===== config.mk =====
export PLATFORM = sky130hd
export DESIGN_NAME = regfile_writeback_queue
export DESIGN_NICKNAME = d
export VERILOG_FILES = /design/src/rtl/regfile_writeback_queue.sv
export SDC_FILE = /design/constraint.sdc
export NUM_CORES = 1
export LEC_CHECK = 0
export ABC_AREA = 1
export BUFFER_PORTS_ARGS = -buffer_cell sky130_fd_sc_hd__clkbuf_2
export CELL_PAD_IN_SITES_DETAIL_PLACEMENT = 0
export CELL_PAD_IN_SITES_GLOBAL_PLACEMENT = 1
export CORE_UTILIZATION = 45
export DETAILED_ROUTE_END_ITERATION = 8
export PLACE_DENSITY_LB_ADDON = 0.1
export SYNTH_ARGS = -nofsm -noshare
export SYNTH_HDL_FRONTEND = slang
export SYNTH_SLANG_ARGS = --single-unit

===== constraint.sdc =====
create_clock -name clk -period 7.1 [get_ports clk]
set_clock_uncertainty 0.15 [all_clocks]
set_input_delay 0 -clock clk [delete_from_list [all_inputs] [get_ports clk]]
set_output_delay 0 -clock clk [all_outputs]
set_load 0.01 [all_outputs]

===== src/rtl/regfile_writeback_queue.sv =====
// Pending-write queue in front of the 32x32 register file write port.
// Drains one (rd, data) entry per cycle and serves youngest-wins bypass lookups.
module regfile_writeback_queue #(
    parameter int DEPTH = 4
) (
    input  logic                         clk,
    input  logic                         rst_n,
    input  logic                         in_valid,
    output logic                         in_ready,
    input  logic [4:0]                   in_rd,
    input  logic [31:0]                  in_data,
    input  logic                         wb_stall,
    output logic                         rf_we,
    output logic [4:0]                   rf_waddr,
    output logic [31:0]                  rf_wdata,
    input  logic [4:0]                   lk_addr1,
    input  logic [4:0]                   lk_addr2,
    output logic                         lk_hit1,
    output logic [31:0]                  lk_data1,
    output logic                         lk_hit2,
    output logic [31:0]                  lk_data2,
    output logic [$clog2(DEPTH+1)-1:0]   count,
    output logic                         empty,
    output logic                         full
);

    localparam int AW = $clog2(DEPTH);
    localparam int CW = $clog2(DEPTH + 1);

    logic [AW-1:0] head;
    logic [AW-1:0] tail;
    logic [4:0]    rd_mem   [DEPTH];
    logic [31:0]   data_mem [DEPTH];
    logic          push;
    logic          store;
    logic          pop;

    assign empty    = (count == '0);
    assign full     = (count == CW'(DEPTH));
    assign in_ready = !full;
    assign push     = in_valid && in_ready;
    // Writes to x0 complete the handshake but never occupy an entry.
    assign store    = push && (in_rd != 5'd0);
    assign pop      = !empty && !wb_stall;

    assign rf_we    = pop;
    assign rf_waddr = empty ? 5'd0  : rd_mem[head];
    assign rf_wdata = empty ? 32'd0 : data_mem[head];

    always_ff @(posedge clk or negedge rst_n) begin
        if (!rst_n) begin
            head  <= '0;
            tail  <= '0;
            count <= '0;
        end else begin
            // NOTE: non-blocking so every flop samples pre-edge values; blocking here would race.
            if (store) tail <= tail + AW'(1);
            if (pop)   head <= head + AW'(1);
            case ({store, pop})
                2'b10:   count <= count + CW'(1);
                2'b01:   count <= count - CW'(1);
                default: count <= count;
            endcase
        end
    end

    // NOTE: storage has no reset; only slots between head and head+count are ever observed.
    always_ff @(posedge clk) begin
        if (store) begin
            rd_mem[tail]   <= in_rd;
            data_mem[tail] <= in_data;
        end
    end

    // Scan oldest to youngest so the last match (nearest tail) wins.
    function automatic logic [32:0] lookup(input logic [4:0] addr);
        logic [32:0]   r;
        logic [AW-1:0] idx;
        // NOTE: every variable gets a default before the loop, so no latch is inferred.
        r   = '0;
        idx = '0;
        for (int i = 0; i < DEPTH; i++) begin
            idx = head + AW'(i);
            if (addr != 5'd0 && CW'(i) < count && rd_mem[idx] == addr)
                r = {1'b1, data_mem[idx]};
        end
        return r;
    endfunction

    always_comb begin
        {lk_hit1, lk_data1} = lookup(lk_addr1);
        {lk_hit2, lk_data2} = lookup(lk_addr2);
    end

endmodule


==> After elaboration in Yosys (flattened, before gate mapping) <==
Memories as Yosys holds them, arrays and structs flattened.
Cells that the tools add are included.
{ "op_classes": {"order_cmp": 4, "n_mux": 13, "add_sub_neg": 6, "n_reduce_logical": 27, "eq_ne": 11} }
{ "op_table": {"columns": ["cell", "n"], "rows": [
  ["$mux 33", 8],
  ["$eq 5x5->1", 8],
  ["$mux 32", 1],
  ["$logic_and 1x1->1", 19],
  ["$reduce_bool 5->1", 3],
  ["$lt 1x3->1 const A", 2],
  ["$lt 2x3->1 const A", 2],
  ["$pmux 3 s2", 1],
  ["$mux 5", 1],
  ["$add 2x1->2 const B", 2],
  ["$add 2x2->2 const B", 2],
  ["$add 3x1->3 const B", 1],
  ["$eq 3x3->1 const B", 1],
  ["$logic_not 1->1", 3],
  ["$logic_not 3->1", 1],
  ["$sub 3x1->3 const B", 1],
  ["$eq 2x1->1 const B", 1],
  ["$eq 2x2->1 const B", 1],
  ["$mux 1", 2],
  ["$reduce_bool 2->1", 1]
]} }
{ "word_totals": {"in_bits": 51, "n_memories": 2, "regBits": 7, "output_inout_bits": 110, "ram_bits": 148, "word_cells": 66} }
{ "memory_table": {"columns": ["memory", "words", "width", "rd", "rd_ports_with_merged_regs", "write_ports", "line", "rtl"], "rows": [
  ["data_mem", 4, 32, 4, 0, 1, "33", "logic [31:0] data_mem [DEPTH];"],
  ["rd_mem", 4, 5, 4, 0, 1, "32", "logic [4:0] rd_mem [DEPTH];"]
]} }

==> Depth between registers and ports, before layout <==
Gate-level depths: netlist of the first run.
{ "logic_depth": {"word_depth": 7, "mapped_depth": 18, "ltp_nobuf": 14} }

==> Worst setup path before layout of the first run <==
OpenSTA, ideal clock, no wires.
{ "synth_timing": {"path_type": "register to register", "startpoint": "reg count[0]", "endpoint": "mem data_mem[0][0], enable pin", "path_buffers": 0, "path_slack_ps": 3784, "setup_time_ps": 431, "arrival_time_ps": 2734, "stages_incl_launch_ff": 6, "t_required_ps": 6519, "cell_sequence": "dfrtp_1 inv_1 ha_1 nand2_1 o311ai_2 nor2_1"} }
{ "synth_via": {"elab_chain_len": 6} }
{ "synth_rtl": {"columns": ["item", "line", "rtl"], "rows": [
  ["from (decl)", "22", "output logic [$clog2(DEPTH+1)-1:0] count,"],
  ["from (signal assigned)", "60", "2'b10: count <= count + CW'(1);"],
  ["from (signal assigned)", "61", "2'b01: count <= count - CW'(1);"],
  ["from (signal assigned)", "62", "default: count <= count;"],
  ["$eq 3x3->1", "39", "assign full = (count == CW'(DEPTH));"],
  ["$logic_not 1->1", "40", "assign in_ready = !full;"],
  ["net in_ready", "9", "output logic in_ready,"],
  ["$logic_and 1x1->1", "41", "assign push = in_valid && in_ready;"],
  ["$logic_and 1x1->1", "43", "assign store = push && (in_rd != 5'd0);"],
  ["$mux 1", "69", "if (store) begin"],
  ["$mux 1 (implied by the code)", "71", "data_mem[tail] <= in_data;"],
  ["to (decl)", "33", null]
]} }
The timed path passes the listed nets, and every way through them passes these cells.

==> Worst setup path in the final report of the first run <==
{ "layout_timing": {"startpoint": "reg head[0]", "endpoint": "out lk_data1[14]"} }
{ "layout_via": {"elab_chain_len": 7, "word_cells_on_any_way": 17} }
{ "layout_rtl": {"columns": ["item", "line", "rtl"], "rows": [
  ["from (decl)", "30", "logic [AW-1:0] head;"],
  ["from (signal assigned)", "58", "if (pop) head <= head + AW'(1);"],
  ["$add 2x1->2 or $mem_v2 4x5 (tied branches)", null, null],
  ["$mem_v2 4x5 or $eq 5x5->1 (tied branches)", null, null],
  ["$eq 5x5->1 or $logic_and 1x1->1 (tied branches)", "84", "if (addr != 5'd0 && CW'(i) < count && rd_mem[idx] == addr)"],
  ["$logic_and 1x1->1 or $mux 33 (tied branches)", "84", null],
  ["$mux 33 (2 in series)", "84", null],
  ["$mux 33 *", "84", null],
  ["to (decl)", "19", "output logic [31:0] lk_data1,"]
]} }
Mark *: on every way between the ends. The rest lies on a longest branch, timed or not.

==> results of run 1 <==
==> routing by layer <==
metal / up-vias / global-route usage [%] / share of wire, % / wire (um)
li1: 6324 / - / - / -
met2: 452 / 43.9 / 45 / 16800
met4: 0 / 7.30 / 1.5 / 565
met5: - / 0 / 0 / 0
met3: 41 / 3.55 / 7.0 / 2610
met1: 5644 / 37.5 / 46 / 17200
==> cell families after synthesis <==
kind of cell	synth area share [%]
xor+xnor	0.641
compound gates	11.7
buf+inv	11.2
fa+ha+maj	0.916
simple gates	38.0
flops	37.6
==> Yosys cell counts (7+ instances only) <==
| cell type | count |
|---|---|
| sky130_fd_sc_hd__buf_2 | 57 |
| sky130_fd_sc_hd__dfrtp_1 | 7 |
| sky130_fd_sc_hd__buf_1 | 8 |
| sky130_fd_sc_hd__o21ai_1 | 61 |
| sky130_fd_sc_hd__clkbuf_1 | 37 |
| sky130_fd_sc_hd__nor2_1 | 264 |
| sky130_fd_sc_hd__inv_1 | 164 |
| sky130_fd_sc_hd__xor2_1 | 7 |
| sky130_fd_sc_hd__buf_6 | 20 |
| sky130_fd_sc_hd__nand4_1 | 65 |
| sky130_fd_sc_hd__o21ai_0 | 209 |
| sky130_fd_sc_hd__buf_4 | 7 |
| sky130_fd_sc_hd__nand2_1 | 659 |
| sky130_fd_sc_hd__ha_1 | 9 |
| sky130_fd_sc_hd__nand3_1 | 126 |
| sky130_fd_sc_hd__edfxtp_1 | 148 |
==> metrics by stage <==
step / power (mW) / worst slack [ps] / cell area, um2
5_1_grt: 7.09 / 1670 / 14000
2_1_floorplan: 4.36 / 3780 / 12300
3_3_place_gp: 5.54 / 2770 / 13000
4_1_cts: 6.48 / 2180 / 14000
6_report: 6.49 / 2140 / 14000
3_5_place_dp: 5.58 / 2630 / 13000
==> flip-flops by register name, summed over array words and instances, names as in the netlist <==
signal and cells:
tail 2, head 2, data_mem 128, count 3, rd_mem 20
==> worst max-delay path, cell delays in order, from the launching register on <==
cell and delay [ps]:
sky130_fd_sc_hd__dfrtp_4 840, sky130_fd_sc_hd__buf_4 810, sky130_fd_sc_hd__nand2_1 150, sky130_fd_sc_hd__nand2_1 140, sky130_fd_sc_hd__nand2_1 90, sky130_fd_sc_hd__nand3_1 120
sky130_fd_sc_hd__nand2_1 90, sky130_fd_sc_hd__nor2_4 80, sky130_fd_sc_hd__buf_4 400, sky130_fd_sc_hd__nand3_2 840, sky130_fd_sc_hd__nand2_1 300, sky130_fd_sc_hd__nand3_1 110
sky130_fd_sc_hd__nand2_1 100, sky130_fd_sc_hd__nand2_1 60, sky130_fd_sc_hd__clkbuf_2 120
==> area by class of cell <==
type                    count  area [um2]
diodes                      1        2.50
clock buffers              18         429
clock inverters            12         126
fillers                  2733       12900
inverters                 169         639
multi-input cells        1434        6380
flip-flops and latches    155        4630
well taps                 341         427
repair buffers            221        1360
==> power breakdown <==
| part | switching, mW | internal [mW] | total (mW) |
|---|---|---|---|
| registers | 0.165 | 1.21 | 1.37 |
| clock network | 0.364 | 0.511 | 0.874 |
| logic | 3.03 | 1.21 | 4.24 |
==> how the worst min path moves through the flow <==
stage,start,endpoint,slack (ps),cells past startpoint
after floorplan,rst_n,count[0],-450,0
after CTS,in_data[19],data_mem[2][19],150,2
after global routing,in_data[19],data_mem[1][19],160,2
final,in_data[19],data_mem[1][19],170,2
after global placement,rst_n,tail[1],-280,1
after detailed placement,rst_n,count[0],-280,1
==> impl_results.html, run 1 <==
<table>
<tr><th>Metric</th><th>Value</th></tr>
<tr><th colspan="2">Worst setup path</th></tr>
<tr><td>Register-to-Register Setup Slack</td><td>4510 ps</td></tr>
<tr><td>Length in cells of the worst reg-to-reg path</td><td>6</td></tr>
<tr><td>Worst reg2reg path startpoint</td><td>count[0]</td></tr>
<tr><td>Endpoint kind of the worst setup timing path</td><td>output pin</td></tr>
<tr><td>Type of the worst setup path</td><td>flop to output pin</td></tr>
<tr><td>Crit path to</td><td>lk_data1[14]</td></tr>
<tr><td>Worst reg2reg path endpoint</td><td>data_mem[2][15]</td></tr>
<tr><td>Arrival @ worst endpoint</td><td>4810 ps</td></tr>
<tr><td>Required time at the worst-slack endpoint</td><td>6950 ps</td></tr>
<tr><td>Start point of the critical path</td><td>head[0]</td></tr>
<tr><td>Critical Path Start Type</td><td>flop</td></tr>
<tr><td>Critical path fanouts, max</td><td>112</td></tr>
<tr><th colspan="2">Detailed routing</th></tr>
<tr><td>Vias/cell</td><td>5.30</td></tr>
<tr><td>Final Routed Wirelength</td><td>37.2 mm</td></tr>
<tr><td>Number of design-rule violations left by the first detailed-router iteration</td><td>1138</td></tr>
<tr><td>Post-detailed-route wirelength per cell</td><td>15.8 um</td></tr>
<tr><td>Antenna Violating Nets Remaining</td><td>0</td></tr>
<tr><td>Total iterations of the first detailed-routing run</td><td>5</td></tr>
<tr><td>DRC</td><td>0</td></tr>
<tr><td>Via count</td><td>12.5k</td></tr>
<tr><th colspan="2">CTS</th></tr>
<tr><td>Clock root buffer</td><td>sky130_fd_sc_hd__clkbuf_16</td></tr>
<tr><td>Number of buffers inserted during clock tree synthesis</td><td>17</td></tr>
<tr><td>Post-cts gate resize count</td><td>0</td></tr>
<tr><td>Number of H-tree levels</td><td>4</td></tr>
<tr><td>Number of sinks handled by clock tree synthesis</td><td>155</td></tr>
<tr><td>CTS Buffer Depth</td><td>2</td></tr>
<tr><td>Clock transition at the registers of the reported paths</td><td>70 ps</td></tr>
<tr><td>Number of post-CTS setup repair buffers</td><td>0</td></tr>
<tr><td>CTS tree</td><td>done</td></tr>
<tr><td>Cts-stage hold buffer count</td><td>41</td></tr>
<tr><td>Clock network latency to the later pin of the worst-skew pair</td><td>430 ps</td></tr>
<tr><th colspan="2">Timing</th></tr>
<tr><td>Part of the cycle the worst path needs</td><td>69.9%</td></tr>
<tr><td>Sum of negative setup slack</td><td>0 ps</td></tr>
<tr><td>Slew Limit Fails</td><td>0</td></tr>
<tr><td>Max frequency</td><td>201 MHz</td></tr>
<tr><td>Setup repair after global routing missed its margin</td><td>no</td></tr>
<tr><td>Pin slew with the least headroom to its limit</td><td>1120 ps</td></tr>
<tr><td>Final setup vio count</td><td>0</td></tr>
<tr><td>Relative slew margins</td><td>25.2%</td></tr>
<tr><td>Final Hold Slack</td><td>166 ps</td></tr>
<tr><td>Final count of hold timing violations</td><td>0</td></tr>
<tr><td>Min Clock Period, post-route</td><td>4960 ps</td></tr>
<tr><th colspan="2">Final layout</th></tr>
<tr><td>Share of the core filled with cells</td><td>52.0%</td></tr>
<tr><td>Total Nets Final</td><td>2058</td></tr>
<tr><td>Most frequent cells in the layout</td><td>sky130_fd_sc_hd__nand2_1, sky130_fd_sc_hd__nor2_1, sky130_fd_sc_hd__o21ai_0, sky130_fd_sc_hd__inv_1, sky130_fd_sc_hd__clkbuf_2</td></tr>
<tr><td>Final standard cell count with taps included and fillers excluded</td><td>2351</td></tr>
<tr><td>Layout cell share with drive strength beyond 1</td><td>12.2%</td></tr>
<tr><td>Most frequent standard cell in the layout excluding fill and tap cells</td><td>sky130_fd_sc_hd__nand2_1</td></tr>
<tr><td>Signed area change from the synthesized netlist to the final layout</td><td>13.8%</td></tr>
<tr><th colspan="2">Placed design</th></tr>
<tr><td>Post-Place Cells</td><td>2279</td></tr>
<tr><td>Final HPWL from detailed placement</td><td>23.9 mm</td></tr>
<tr><td>Routability Congestion</td><td>0.868</td></tr>
<tr><td>Buffers added on ports</td><td>160</td></tr>
<tr><th colspan="2">Logic synthesis</th></tr>
<tr><td>Number of synthesized flops with an enable pin</td><td>148</td></tr>
<tr><td>Largest cells by area after synthesis</td><td>sky130_fd_sc_hd__edfxtp_1, sky130_fd_sc_hd__nand2_1, sky130_fd_sc_hd__o21ai_0, sky130_fd_sc_hd__nor2_1, sky130_fd_sc_hd__nand3_1</td></tr>
<tr><td>Share of the synthesized area in the top cell type</td><td>36.1%</td></tr>
<tr><td>Ys async rst share</td><td>4.52%</td></tr>
<tr><td>Syn_area_per_cell</td><td>6.52 um2</td></tr>
<tr><td>YS warnings</td><td>0</td></tr>
<tr><td>Number of different library cells in the post-synthesis netlist</td><td>32</td></tr>
<tr><td>Cell taking the most area after synthesis</td><td>sky130_fd_sc_hd__edfxtp_1</td></tr>
<tr><td>Synthesized net count</td><td>1947</td></tr>
<tr><td>Post-synthesis sequential element count</td><td>155</td></tr>
<tr><td>Cell area after synthesis</td><td>12300 um2</td></tr>
<tr><td>Prevailing post-synth register cell</td><td>sky130_fd_sc_hd__edfxtp_1</td></tr>
<tr><td>Number of instances in the synthesized netlist</td><td>1887</td></tr>
<tr><td>Sequential share of the synthesized area</td><td>37.6%</td></tr>
<tr><th colspan="2">Global routing</th></tr>
<tr><td>Largest net degree at the start of global routing</td><td>113</td></tr>
<tr><td>Global-route total usage across every layer</td><td>26.9%</td></tr>
<tr><td>Antenna violations before repair</td><td>1</td></tr>
<tr><td>Wire length of the first global-routing pass</td><td>58.6 mm</td></tr>
<tr><td>Aggregate global routing overflow</td><td>0</td></tr>
<tr><td>Number of global-route vias before repair</td><td>11.0k</td></tr>
<tr><th colspan="2">Power and ir drop</th></tr>
<tr><td>Pleak</td><td>6.60 nW</td></tr>
<tr><td>VDD IR-drop max</td><td>210 uV</td></tr>
<tr><td>Total power per unit cell area</td><td>464 nW/um2</td></tr>
<tr><th colspan="2">Die</th></tr>
<tr><td>Floorplan Core Area</td><td>26900 um2</td></tr>
<tr><td>Initial standard-cell utilization of the core</td><td>45.7%</td></tr>
<tr><td>Die ar.</td><td>28000 um2</td></tr>
<tr><td>Height of the chip</td><td>167 um</td></tr>
<tr><td>Die X</td><td>167 um</td></tr>
<tr><td># rows</td><td>60</td></tr>
<tr><td>Top-level I/O count</td><td>161</td></tr>
<tr><th colspan="2">Min path</th></tr>
<tr><td>Class of the tightest hold or removal check</td><td>input port to flop</td></tr>
<tr><th colspan="2">Flow run</th></tr>
<tr><td>Max-cap violations</td><td>0</td></tr>
<tr><th colspan="2">Status</th></tr>
<tr><td>Outcome</td><td>completed</td></tr>
</table>
Note: power is estimated with default switching activity, not from simulation.
==> run 2, diff against run 1 <==
- CORE_UTILIZATION: 45 -> 42
- clock period: 7.1 -> 4.6 ns (I/O delays scaled with it)
==> run 2 against run 1 <==
  * First-iteration DRC count fell by 17%
  * Setup slack worse by 1800 ps
  * Global-route usage down 0.25 points
==> impl_results.html, run 2 (synthesis results as in run 1) <==
<table>
<tr><th>Metric</th><th>Value</th></tr>
<tr><th colspan="2">Placed design</th></tr>
<tr><td>Routability Congestion</td><td>0.908</td></tr>
<tr><td>Area after detailed placement</td><td>13200 um2</td></tr>
<tr><td>Placement-stage worst setup slack</td><td>833 ps</td></tr>
<tr><td>Final HPWL from detailed placement</td><td>26.2 mm</td></tr>
<tr><td>Buffers added on ports</td><td>160</td></tr>
<tr><th colspan="2">Power and ir drop</th></tr>
<tr><td>Total power per unit cell area</td><td>725 nW/um2</td></tr>
<tr><td>VDD IR-drop max</td><td>313 uV</td></tr>
<tr><td>Pleak</td><td>6.68 nW</td></tr>
<tr><td>NetSw</td><td>5.72 mW</td></tr>
<tr><td>Power consumption</td><td>10.3 mW</td></tr>
<tr><td>Clock group share of total power</td><td>13.8%</td></tr>
<tr><td>Gate power share</td><td>66.5%</td></tr>
<tr><td>Sw frac</td><td>55.7%</td></tr>
<tr><td>Internal power</td><td>4.55 mW</td></tr>
<tr><td>Power share of the sequential group</td><td>19.7%</td></tr>
<tr><th colspan="2">Timing</th></tr>
<tr><td>Min Clock Period, post-route</td><td>4280 ps</td></tr>
<tr><td>Setup repair after global routing missed its margin</td><td>no</td></tr>
<tr><td>Pin slew with the least headroom to its limit</td><td>1110 ps</td></tr>
<tr><td>Final setup vio count</td><td>0</td></tr>
<tr><td>Slew Limit Fails</td><td>0</td></tr>
<tr><td>Setup slack after layout</td><td>316 ps</td></tr>
<tr><td>Max frequency</td><td>233 MHz</td></tr>
<tr><td>Relative slew margins</td><td>25.6%</td></tr>
<tr><td>Sum of negative setup slack</td><td>0 ps</td></tr>
<tr><td>Final count of hold timing violations</td><td>0</td></tr>
<tr><td>Part of the cycle the worst path needs</td><td>93.1%</td></tr>
<tr><th colspan="2">CTS</th></tr>
<tr><td>Number of post-CTS setup repair buffers</td><td>0</td></tr>
<tr><td>Clock root buffer</td><td>sky130_fd_sc_hd__clkbuf_16</td></tr>
<tr><td>Clock transition at the registers of the reported paths</td><td>80 ps</td></tr>
<tr><td>CTS Buffer Depth</td><td>2</td></tr>
<tr><td>CTS tree</td><td>done</td></tr>
<tr><td>Cts-stage hold buffer count</td><td>41</td></tr>
<tr><td>Number of H-tree levels</td><td>4</td></tr>
<tr><td>Clock network latency to the later pin of the worst-skew pair</td><td>430 ps</td></tr>
<tr><td>Post-cts gate resize count</td><td>0</td></tr>
<tr><td>Number of sinks handled by clock tree synthesis</td><td>155</td></tr>
<tr><td>Number of buffers inserted during clock tree synthesis</td><td>17</td></tr>
<tr><th colspan="2">Worst setup path</th></tr>
<tr><td>Required time at the worst-slack endpoint</td><td>4450 ps</td></tr>
<tr><td>Cells along the critical path</td><td>inv_4 &gt; nand2_1 &gt; nand2_2 &gt; nand3_1 &gt; nand2_1 &gt; nor2_1 &gt; nor2_4 &gt; nand3_2 &gt; buf_4 &gt; nand2_1 &gt; nand3_1 &gt; nand2_1 &gt; nand2_1 &gt; clkbuf_2</td></tr>
<tr><td>Cell class contributing the biggest share of worst-path delay</td><td>simple AND/OR/NAND/NOR gates</td></tr>
<tr><td>Critical path fanouts, max</td><td>33</td></tr>
<tr><td>Arrival @ worst endpoint</td><td>4130 ps</td></tr>
<tr><td>Largest stage delay, worst path</td><td>760 ps</td></tr>
<tr><td>Max stage delay cell, worst path</td><td>sky130_fd_sc_hd__nor2_4</td></tr>
<tr><td>Critical Path Start Type</td><td>flop</td></tr>
<tr><td>Buffer and inverter count on the worst path</td><td>3</td></tr>
<tr><td>Endpoint kind of the worst setup timing path</td><td>output pin</td></tr>
<tr><td>Most common cell on crit path</td><td>sky130_fd_sc_hd__nand2_1</td></tr>
<tr><td>Type of the worst setup path</td><td>flop to output pin</td></tr>
<tr><th colspan="2">Die</th></tr>
<tr><td>Top-level I/O count</td><td>161</td></tr>
<tr><td>Floorplan Core Area</td><td>28800 um2</td></tr>
<tr><td># rows</td><td>62</td></tr>
<tr><td>Initial standard-cell utilization of the core</td><td>42.7%</td></tr>
<tr><td>Height of the chip</td><td>173 um</td></tr>
<tr><td>Die ar.</td><td>30000 um2</td></tr>
<tr><td>Die X</td><td>173 um</td></tr>
<tr><th colspan="2">Final layout</th></tr>
<tr><td>Most frequent cells in the layout</td><td>sky130_fd_sc_hd__nand2_1, sky130_fd_sc_hd__nor2_1, sky130_fd_sc_hd__o21ai_0, sky130_fd_sc_hd__inv_1, sky130_fd_sc_hd__clkbuf_2</td></tr>
<tr><td>Largest registers in the final layout</td><td>data_mem: 128 flops, rd_mem: 20 flops, count: 3 flops</td></tr>
<tr><td>Design Area, Final</td><td>14200 um2</td></tr>
<tr><td>Antenna diodes</td><td>0</td></tr>
<tr><td>Share of the core filled with cells</td><td>49.2%</td></tr>
<tr><td>Total Nets Final</td><td>2069</td></tr>
<tr><td>Number of inserted filler cells in the final layout</td><td>2910</td></tr>
<tr><td>Max FFs per register</td><td>128</td></tr>
<tr><td>Signed area change from the synthesized netlist to the final layout</td><td>15.2%</td></tr>
<tr><td>Most frequent standard cell in the layout excluding fill and tap cells</td><td>sky130_fd_sc_hd__nand2_1</td></tr>
<tr><td>Layout cell share with drive strength beyond 1</td><td>12.9%</td></tr>
<tr><td>Largest register by flop count</td><td>data_mem</td></tr>
<tr><th colspan="2">Global routing</th></tr>
<tr><td>Antenna violations before repair</td><td>0</td></tr>
<tr><td>Aggregate global routing overflow</td><td>0</td></tr>
<tr><td>Largest net degree at the start of global routing</td><td>137</td></tr>
<tr><td>Global-route total usage across every layer</td><td>26.7%</td></tr>
<tr><td>Number of global-route vias before repair</td><td>11.4k</td></tr>
<tr><td>Wire length of the first global-routing pass</td><td>62.5 mm</td></tr>
<tr><th colspan="2">Min path</th></tr>
<tr><td>Class of the tightest hold or removal check</td><td>input port to flop</td></tr>
<tr><th colspan="2">Detailed routing</th></tr>
<tr><td>Total iterations of the first detailed-routing run</td><td>5</td></tr>
<tr><td>DRC</td><td>0</td></tr>
<tr><td>Number of design-rule violations left by the first detailed-router iteration</td><td>939</td></tr>
<tr><td>Post-detailed-route wirelength per cell</td><td>16.5 um</td></tr>
<tr><td>Final Routed Wirelength</td><td>39.6 mm</td></tr>
<tr><td>Via count</td><td>12.5k</td></tr>
<tr><td>Antenna Violating Nets Remaining</td><td>0</td></tr>
<tr><td>Vias/cell</td><td>5.21</td></tr>
<tr><th colspan="2">Status</th></tr>
<tr><td>Outcome</td><td>completed</td></tr>
<tr><th colspan="2">Flow run</th></tr>
<tr><td>Max-cap violations</td><td>0</td></tr>
</table>
[run 2: layer usage]
layer / global-route usage [%] / part of all wire (%) / vias to the layer above
met5: 0 / 0 / -
met4: 8.04 / 2.0 / 0
met3: 4.44 / 7.0 / 55
met2: 44.2 / 46 / 474
met1: 35.7 / 45 / 5665
li1: - / - / 6340
[run 2: worst register-to-register path, stage by stage (launching register included)]
cell and delay [ps]:
sky130_fd_sc_hd__dfrtp_1 450, sky130_fd_sc_hd__inv_1 120, sky130_fd_sc_hd__ha_1 220, sky130_fd_sc_hd__nand2_1 130
sky130_fd_sc_hd__o311ai_2 360, sky130_fd_sc_hd__nor2_4 840, sky130_fd_sc_hd__buf_4 370
[run 2: final timing paths]
kind,startpoint,to,slack (ps),cells after the start
hold / removal,in_data[29],data_mem[1][29],170,2
min in group asynchronous,rst_n,count[2],410,3
max in group asynchronous,rst_n,head[0],3550,3
setup / recovery,head[0],lk_data1[18],320,14
setup reg to reg,count[0],data_mem[2][0],1650,6
hold reg to reg,count[1],count[1],410,2
[run 2: area by class of cell]
cell class / instances / area [um2] / share of cell area, %
multi-input combinational: 1434 / 6380 / 45.0
sequential: 155 / 4630 / 32.7
timing repair buffer: 232 / 1470 / 10.4
inverter: 169 / 639 / 4.51
tap: 384 / 480 / 3.39
clock buffer: 17 / 425 / 3.00
clock inverter: 15 / 149 / 1.05
[run 2: power by group through the flow]
stage	Combinational, mW	Clock, mW	Sequential, mW
final	6.83	1.42	2.02
after global routing	7.64	1.48	2.06
after CTS	6.79	1.43	2.03
after detailed placement	6.75	0	2.06
after global placement	6.71	0	2.05
after floorplan	4.74	0	1.99
[run 2: per-stage QoR]
step,hold slack (ps),instances
finish,172,2406
global route,169,2406
global placement,-286,2333
CTS,148,2406
detailed placement,-287,2333
floorplan,-446,1887
